===== config.mk =====
export PLATFORM = sky130hd
export DESIGN_NAME = npu_mem_arbiter
export DESIGN_NICKNAME = d
export VERILOG_FILES = /design/src/rtl/npu_mem_arbiter.sv
export SDC_FILE = /design/constraint.sdc
export NUM_CORES = 1
export LEC_CHECK = 0
export CAP_MARGIN = 20
export CORE_ASPECT_RATIO = 1.1
export CORE_MARGIN = 4
export CORE_UTILIZATION = 38
export DETAILED_ROUTE_END_ITERATION = 7
export GPL_ROUTABILITY_DRIVEN = 0
export PLACE_DENSITY = 0.82
export SLEW_MARGIN = 20
export SYNTH_ARGS = -nofsm -noshare
export SYNTH_HDL_FRONTEND = slang
export SYNTH_SLANG_ARGS = --single-unit

===== constraint.sdc =====
create_clock -name clk -period 7.8 [get_ports clk]
set_input_delay 1.56 -clock clk [delete_from_list [all_inputs] [get_ports clk]]
set_output_delay 1.56 -clock clk [all_outputs]
set_load 0.02 [all_outputs]

===== src/rtl/npu_mem_arbiter.sv =====
// rtl/npu_mem_arbiter.sv - shared data-memory arbiter between CPU MEM stage and NPU burst mover
// Optional feature macro: ARB_PERF_CNT_EN (adds saturating stall/critical cycle counters)
module npu_mem_arbiter #(
  parameter int ADDR_W     = 10,
  parameter int DATA_W     = 32,
  parameter int BURST_MAX  = 16,
  parameter int STARVE_MAX = 8
) (
  input  logic              clk,
  input  logic              reset,
  input  logic              cpu_req,
  input  logic              cpu_we,
  input  logic [ADDR_W-1:0] cpu_addr,
  input  logic [DATA_W-1:0] cpu_wdata,
  output logic              cpu_gnt,
  output logic              cpu_stall,
  output logic              cpu_rvalid,
  output logic [DATA_W-1:0] cpu_rdata,
  input  logic              npu_req,
  input  logic              npu_we,
  input  logic [ADDR_W-1:0] npu_base,
  input  logic [4:0]        npu_len,
  input  logic [DATA_W-1:0] npu_wdata,
  output logic              npu_gnt,
  output logic              npu_rvalid,
  output logic [DATA_W-1:0] npu_rdata,
  output logic              npu_done,
  output logic              critical,
  output logic              mem_en,
  output logic              mem_we,
  output logic [ADDR_W-1:0] mem_addr,
  output logic [DATA_W-1:0] mem_wdata,
  input  logic [DATA_W-1:0] mem_rdata
`ifdef ARB_PERF_CNT_EN
  ,
  output logic [15:0]       perf_stall_cnt,
  output logic [15:0]       perf_crit_cnt
`endif
);

  localparam int SW = $clog2(STARVE_MAX + 1);
  localparam logic [SW-1:0] STARVE_LIM = SW'(STARVE_MAX);
  localparam logic [4:0]    BURST_LIM  = 5'(BURST_MAX);

  typedef enum logic [1:0] {IDLE, NPU_BURST, CPU_SLOT} state_t;

  state_t            state_q, state_d;
  logic              we_q, we_d;
  logic [ADDR_W-1:0] base_q, base_d;
  logic [4:0]        len_q, len_d;
  logic [4:0]        beat_q, beat_d;
  logic [SW-1:0]     starve_q, starve_d;
  logic [SW-1:0]     wait_q, wait_d;
  logic              done_q, done_d;
  logic              cpu_rv_q, cpu_rv_d;
  logic              npu_rv_q, npu_rv_d;

  logic [4:0]        len_eff;
  logic [ADDR_W-1:0] offset;
  logic [ADDR_W-1:0] npu_addr;
  logic              npu_wr;
  logic [SW-1:0]     starve_inc;
  logic              last_beat;

  // Normalise the requested burst length: 0 means one beat, oversize clamps
  always_comb begin
    len_eff = npu_len;
    if (npu_len == 5'd0) begin
      len_eff = 5'd1;
    end else if (npu_len > BURST_LIM) begin
      len_eff = BURST_LIM;
    end
  end

  // Arbitration, burst sequencing, conflict detection and memory port mux
  always_comb begin
    state_d    = state_q;
    we_d       = we_q;
    base_d     = base_q;
    len_d      = len_q;
    beat_d     = beat_q;
    starve_d   = starve_q;
    wait_d     = wait_q;
    done_d     = 1'b0;
    cpu_gnt    = 1'b0;
    npu_gnt    = 1'b0;
    npu_addr   = base_q + ADDR_W'(beat_q);
    npu_wr     = we_q;
    mem_en     = 1'b0;
    mem_we     = 1'b0;
    mem_addr   = '0;
    mem_wdata  = '0;
    last_beat  = (beat_q + 5'd1 == len_q);
    starve_inc = (cpu_req && starve_q != STARVE_LIM) ? starve_q + SW'(1) : starve_q;
    // Wrap-aware range test: distance from burst base must lie in [beat, len-1]
    offset     = cpu_addr - base_q;
    critical   = !reset && (state_q != IDLE) && we_q && cpu_req &&
                 (offset >= ADDR_W'(beat_q)) && (offset < ADDR_W'(len_q));

    if (!reset) begin
      case (state_q)
        IDLE: begin
          starve_d = '0;
          if (npu_req && (!cpu_req || wait_q >= STARVE_LIM)) begin
            npu_gnt  = 1'b1;
            npu_addr = npu_base;
            npu_wr   = npu_we;
            we_d     = npu_we;
            base_d   = npu_base;
            len_d    = len_eff;
            beat_d   = 5'd1;
            wait_d   = '0;
            if (len_eff == 5'd1) begin
              done_d = 1'b1;
            end else begin
              state_d = NPU_BURST;
            end
          end else begin
            cpu_gnt = cpu_req;
            if (npu_req) begin
              wait_d = (wait_q != STARVE_LIM) ? wait_q + SW'(1) : wait_q;
            end else begin
              wait_d = '0;
            end
          end
        end
        default: begin
          // A slot blocked by a conflict turns back into an ordinary beat cycle
          if (state_q == CPU_SLOT && !critical) begin
            cpu_gnt  = cpu_req;
            starve_d = '0;
            state_d  = (beat_q >= len_q) ? IDLE : NPU_BURST;
          end else begin
            npu_gnt  = 1'b1;
            beat_d   = beat_q + 5'd1;
            starve_d = starve_inc;
            if (last_beat) begin
              state_d = IDLE;
              done_d  = 1'b1;
            end else if (cpu_req && starve_inc == STARVE_LIM && !critical) begin
              state_d = CPU_SLOT;
            end else begin
              state_d = NPU_BURST;
            end
          end
        end
      endcase
    end

    if (cpu_gnt) begin
      mem_en    = 1'b1;
      mem_we    = cpu_we;
      mem_addr  = cpu_addr;
      mem_wdata = cpu_wdata;
    end else if (npu_gnt) begin
      mem_en    = 1'b1;
      mem_we    = npu_wr;
      mem_addr  = npu_addr;
      mem_wdata = npu_wdata;
    end

    cpu_rv_d   = cpu_gnt && !cpu_we;
    npu_rv_d   = npu_gnt && !npu_wr;
    cpu_stall  = cpu_req && !cpu_gnt;
    cpu_rvalid = cpu_rv_q && !reset;
    npu_rvalid = npu_rv_q && !reset;
    npu_done   = done_q && !reset;
    cpu_rdata  = cpu_rvalid ? mem_rdata : '0;
    npu_rdata  = npu_rvalid ? mem_rdata : '0;
  end

  // State and bookkeeping registers
  always_ff @(posedge clk) begin
    if (reset) begin
      state_q  <= IDLE;
      we_q     <= 1'b0;
      base_q   <= '0;
      len_q    <= 5'd0;
      beat_q   <= 5'd0;
      starve_q <= '0;
      wait_q   <= '0;
      done_q   <= 1'b0;
      cpu_rv_q <= 1'b0;
      npu_rv_q <= 1'b0;
    end else begin
      state_q  <= state_d;
      we_q     <= we_d;
      base_q   <= base_d;
      len_q    <= len_d;
      beat_q   <= beat_d;
      starve_q <= starve_d;
      wait_q   <= wait_d;
      done_q   <= done_d;
      cpu_rv_q <= cpu_rv_d;
      npu_rv_q <= npu_rv_d;
    end
  end

`ifdef ARB_PERF_CNT_EN
  logic [15:0] stall_cnt_q, stall_cnt_d;
  logic [15:0] crit_cnt_q, crit_cnt_d;

  // Saturating event counters
  always_comb begin
    stall_cnt_d = stall_cnt_q;
    crit_cnt_d  = crit_cnt_q;
    if (cpu_stall && stall_cnt_q != 16'hFFFF) stall_cnt_d = stall_cnt_q + 16'd1;
    if (critical && crit_cnt_q != 16'hFFFF) crit_cnt_d = crit_cnt_q + 16'd1;
  end

  // Counter registers, cleared by reset
  always_ff @(posedge clk) begin
    if (reset) begin
      stall_cnt_q <= 16'd0;
      crit_cnt_q  <= 16'd0;
    end else begin
      stall_cnt_q <= stall_cnt_d;
      crit_cnt_q  <= crit_cnt_d;
    end
  end

  assign perf_stall_cnt = stall_cnt_q;
  assign perf_crit_cnt  = crit_cnt_q;
`endif

endmodule


==> metrics.log <==
INFO  metric grt_start_max_net_pins = 47
INFO  metric routed_vias = 4,985
INFO  metric placement_row_count = 38
INFO  metric syn_nets = 738
INFO  metric crit_chain = clkdlybuf4s50_1, inv_1, ha_1, fa_1, nor2b_1, o21ai_0, a21oi_1, ha_1, nor2_1, a2111oi_2, nand3_1, or4_1, or4_4, o21ai_2, buf_12, nand2_1, a21oi_1, clkdlybuf4s15_1
INFO  metric vias_in_the_first_global_route = 4,771
INFO  metric clock_sink_total = 34
INFO  metric cts.reportedPaths.clkPinSlew = 70 ps
INFO  metric timing.fmax = 133 MHz
INFO  metric worst_pin_slew = 730 ps
INFO  metric critical-path-max-stage-delay = 500 ps
INFO  metric critical_path_arrival = 5970 ps
INFO  metric clkPwrFrac = 23.7%
INFO  metric remaining_drc_errors = 0
INFO  metric endpoint_kind = output pin
INFO  metric intPower = 462 µW
INFO  metric drive_gt1_share = 3.73%
INFO  metric timing.final.max_slew_violations = 0
INFO  metric syn-instance-count = 576
INFO  metric synth_edf_count = 0
INFO  metric vias_per_cell = 5.40
INFO  metric outcome = finished, final reports clean
INFO  metric path_max_fanout = 37
INFO  metric globalRouteOverflowTotal = 0
INFO  metric maxCapViolCount = 0
INFO  metric final_nets = 966
INFO  metric power_density_over_cell_area = 108 mW/mm²
INFO  metric critical_path_required = 6240 ps
INFO  metric grt_use_total = 24.6%
INFO  metric cts-hold-fix-buffers = 0
INFO  metric netlist-cell-type-count = 51
INFO  metric drt-total-wl = 15,800 µm
INFO  metric layout_min_cycle_time = 7530 ps
INFO  metric max-clock-path-buffers = 2
INFO  metric stdcell_count = 924
INFO  metric insertion_delay = 300 ps
INFO  metric startpoint_type = input pin
INFO  metric worst_slew_margin_rel = 51.2%
INFO  metric asyncSetResetFlopFracSynth = 0%
INFO  metric peak_supply_drop = 0.0794 mV
INFO  metric number_of_endpoints_with_negative_hold_slack_in_the_final_report = 0
INFO  metric core_region_area = 0.00994 mm²
INFO  metric power_switching_share = 36.1%
INFO  metric power_frac_comb = 50.0%
INFO  metric timing_worst_setup_path_type = in -> out
INFO  metric worst_clock_skew = 10.6 ps
INFO  metric syn-mean-instance-area = 6.79 µm²
INFO  metric htree_num_levels = 2
INFO  metric timing.final.setup_violations = 0
INFO  metric layout_commonest_cell = clkdlybuf4s50_1
INFO  metric post-place-cells = 914
INFO  metric grt_first_pass_wirelength = 24,000 µm
INFO  metric drtAntennaViolNets = 0
INFO  metric period_share = 96.5%
INFO  metric ys.flop_type = dfxtp_1
INFO  metric cts_made_buffers = 5
INFO  metric most-common-layout-cells = clkdlybuf4s50_1 (196), a21oi_1 (70), nand2_1 (68)
INFO  metric seqPwrFrac = 26.3%
INFO  metric hold_path.class = reg -> reg
INFO  metric dieArea = 0.0120 mm²
INFO  metric drtIter0Drc = 348
INFO  metric slowest_cell_on_crit_path = or4_4
INFO  metric leakagePower = 0.00317 µW
INFO  metric seq_area_frac_synth = 17.4%
INFO  metric antenna_found_initial = 0
INFO  metric insertedDiodeCount = 0
INFO  metric initial_utilization = 39.3%
INFO  metric worst_hold_slack = 476 ps
INFO  metric netlist_area = 0.00391 mm²
INFO  metric detailed_place_hpwl = 12,800 µm
INFO  metric synth-warning-count = 0
INFO  metric wl_per_cell = 17.1 µm
INFO  metric port-buffer-count = 241
INFO  metric synth.ff_latch_count = 34
INFO  metric ctsRootBufferMaster = clkbuf_8
INFO  metric floorplan.die.width = 105 µm
INFO  metric firstDrtPassIters = 6
INFO  metric die_h = 114 µm
INFO  metric tritoncts_clock_tree = yes
INFO  metric total_switching_power = 261 µW
INFO  metric area_growth_syn_to_layout = 71.3%
INFO  metric num-fill-cells = 836
INFO  metric io_pins = 242
metal layers:
metal / routed length (µm) / up-vias / track usage (%)
met4: 410 / 0 / 7.87
met5: 0 / - / 0
met3: 1200 / 29 / 4.85
met1: 5940 / 2289 / 27.4
li1: - / 2450 / -
met2: 8250 / 217 / 47.1
cell usage after synthesis, drive strengths merged, types with 11 or more instances:
library cell	count	area, µm²
xnor2	16	140
clkbuf	22	82.6
nand2	68	255
inv	32	120
a21oi	70	350
nor2b	12	75.1
o31ai	11	82.6
nand3	54	270
ha	33	413
and2	65	407
dfxtp	34	681
buf	14	73.8
o21ai	12	63.8
nor2	32	120
path summary, 6_finish.rpt:
path | start | to | slack, ps | depth (start not counted)
setup / recovery | cpu_addr[0] | mem_wdata[14] | 270 | 18
hold / removal | base_q[8]$_SDFFE_PP0P_ | base_q[8]$_SDFFE_PP0P_ | 480 | 2
setup reg to reg | base_q[0]$_SDFFE_PP0P_ | beat_q[1]$_SDFFE_PP0P_ | 3750 | 15
hold reg to reg | base_q[8]$_SDFFE_PP0P_ | base_q[8]$_SDFFE_PP0P_ | 480 | 2
flip-flops by register name, indices dropped and copies added, names as in the netlist:
name	cells
we_q	1
state_q	2
npu_rv_q	1
len_q	5
cpu_rv_q	1
beat_q	5
wait_q	4
done_q	1
starve_q	4
base_q	10
final cells by class:
cell class	instances	area (µm²)	area share (%)
multi-input combinational	474	2970	44.3
timing repair buffer	257	2660	39.8
sequential	34	681	10.2
tap	120	150	2.24
inverter	32	120	1.79
clock buffer	6	82.6	1.23
clock inverter	1	30.0	0.448
worst max-delay path: cells and delay by family:
kind            cells  cell delay (ps)
fa+ha+maj           3              860
compound gates      5             1050
buf+inv             4             1100
simple gates        6             1360
logic make-up after synthesis:
logic type / Yosys count / synth area share, %
simple gates: 271 / 35.5
buf+inv: 68 / 7.07
flops: 34 / 17.4
xor+xnor: 24 / 5.38
compound gates: 141 / 22.3
fa+ha+maj: 35 / 11.6
mux: 3 / 0.768
metrics by stage:
step                total power, µW  TNS, ps  area, µm²  setup WS, ps  utilization, %
finish                          722        0       6700           271            67.4
detailed placement              553    -18.1       6460         -11.5            65.0
floorplan                       383        0       3910          1130               -
CTS                             721        0       6570          12.1            66.1
global route                    760    -29.6       6700         -29.6            67.4
global placement                545        0       6460          46.2            65.0
power groups by stage:
stage	clock network [µW]	logic, µW	registers (µW)
after global placement	0	351	193
after global routing	178	391	191
final	171	361	190
after floorplan	0	192	191
after detailed placement	0	359	194
after CTS	171	360	190
timing repair:
| action | in CTS | in global routing |
|---|---|---|
| resized for setup | 4 | 45 |
| pin swaps | 0 | 1 |
| hold endpoints to repair | 0 | 0 |
| setup buffers | 0 | 3 |
| cloned | 0 | 0 |
| endpoints found under the setup margin | 4 | 47 |
(Power assumes the default switching activity.)
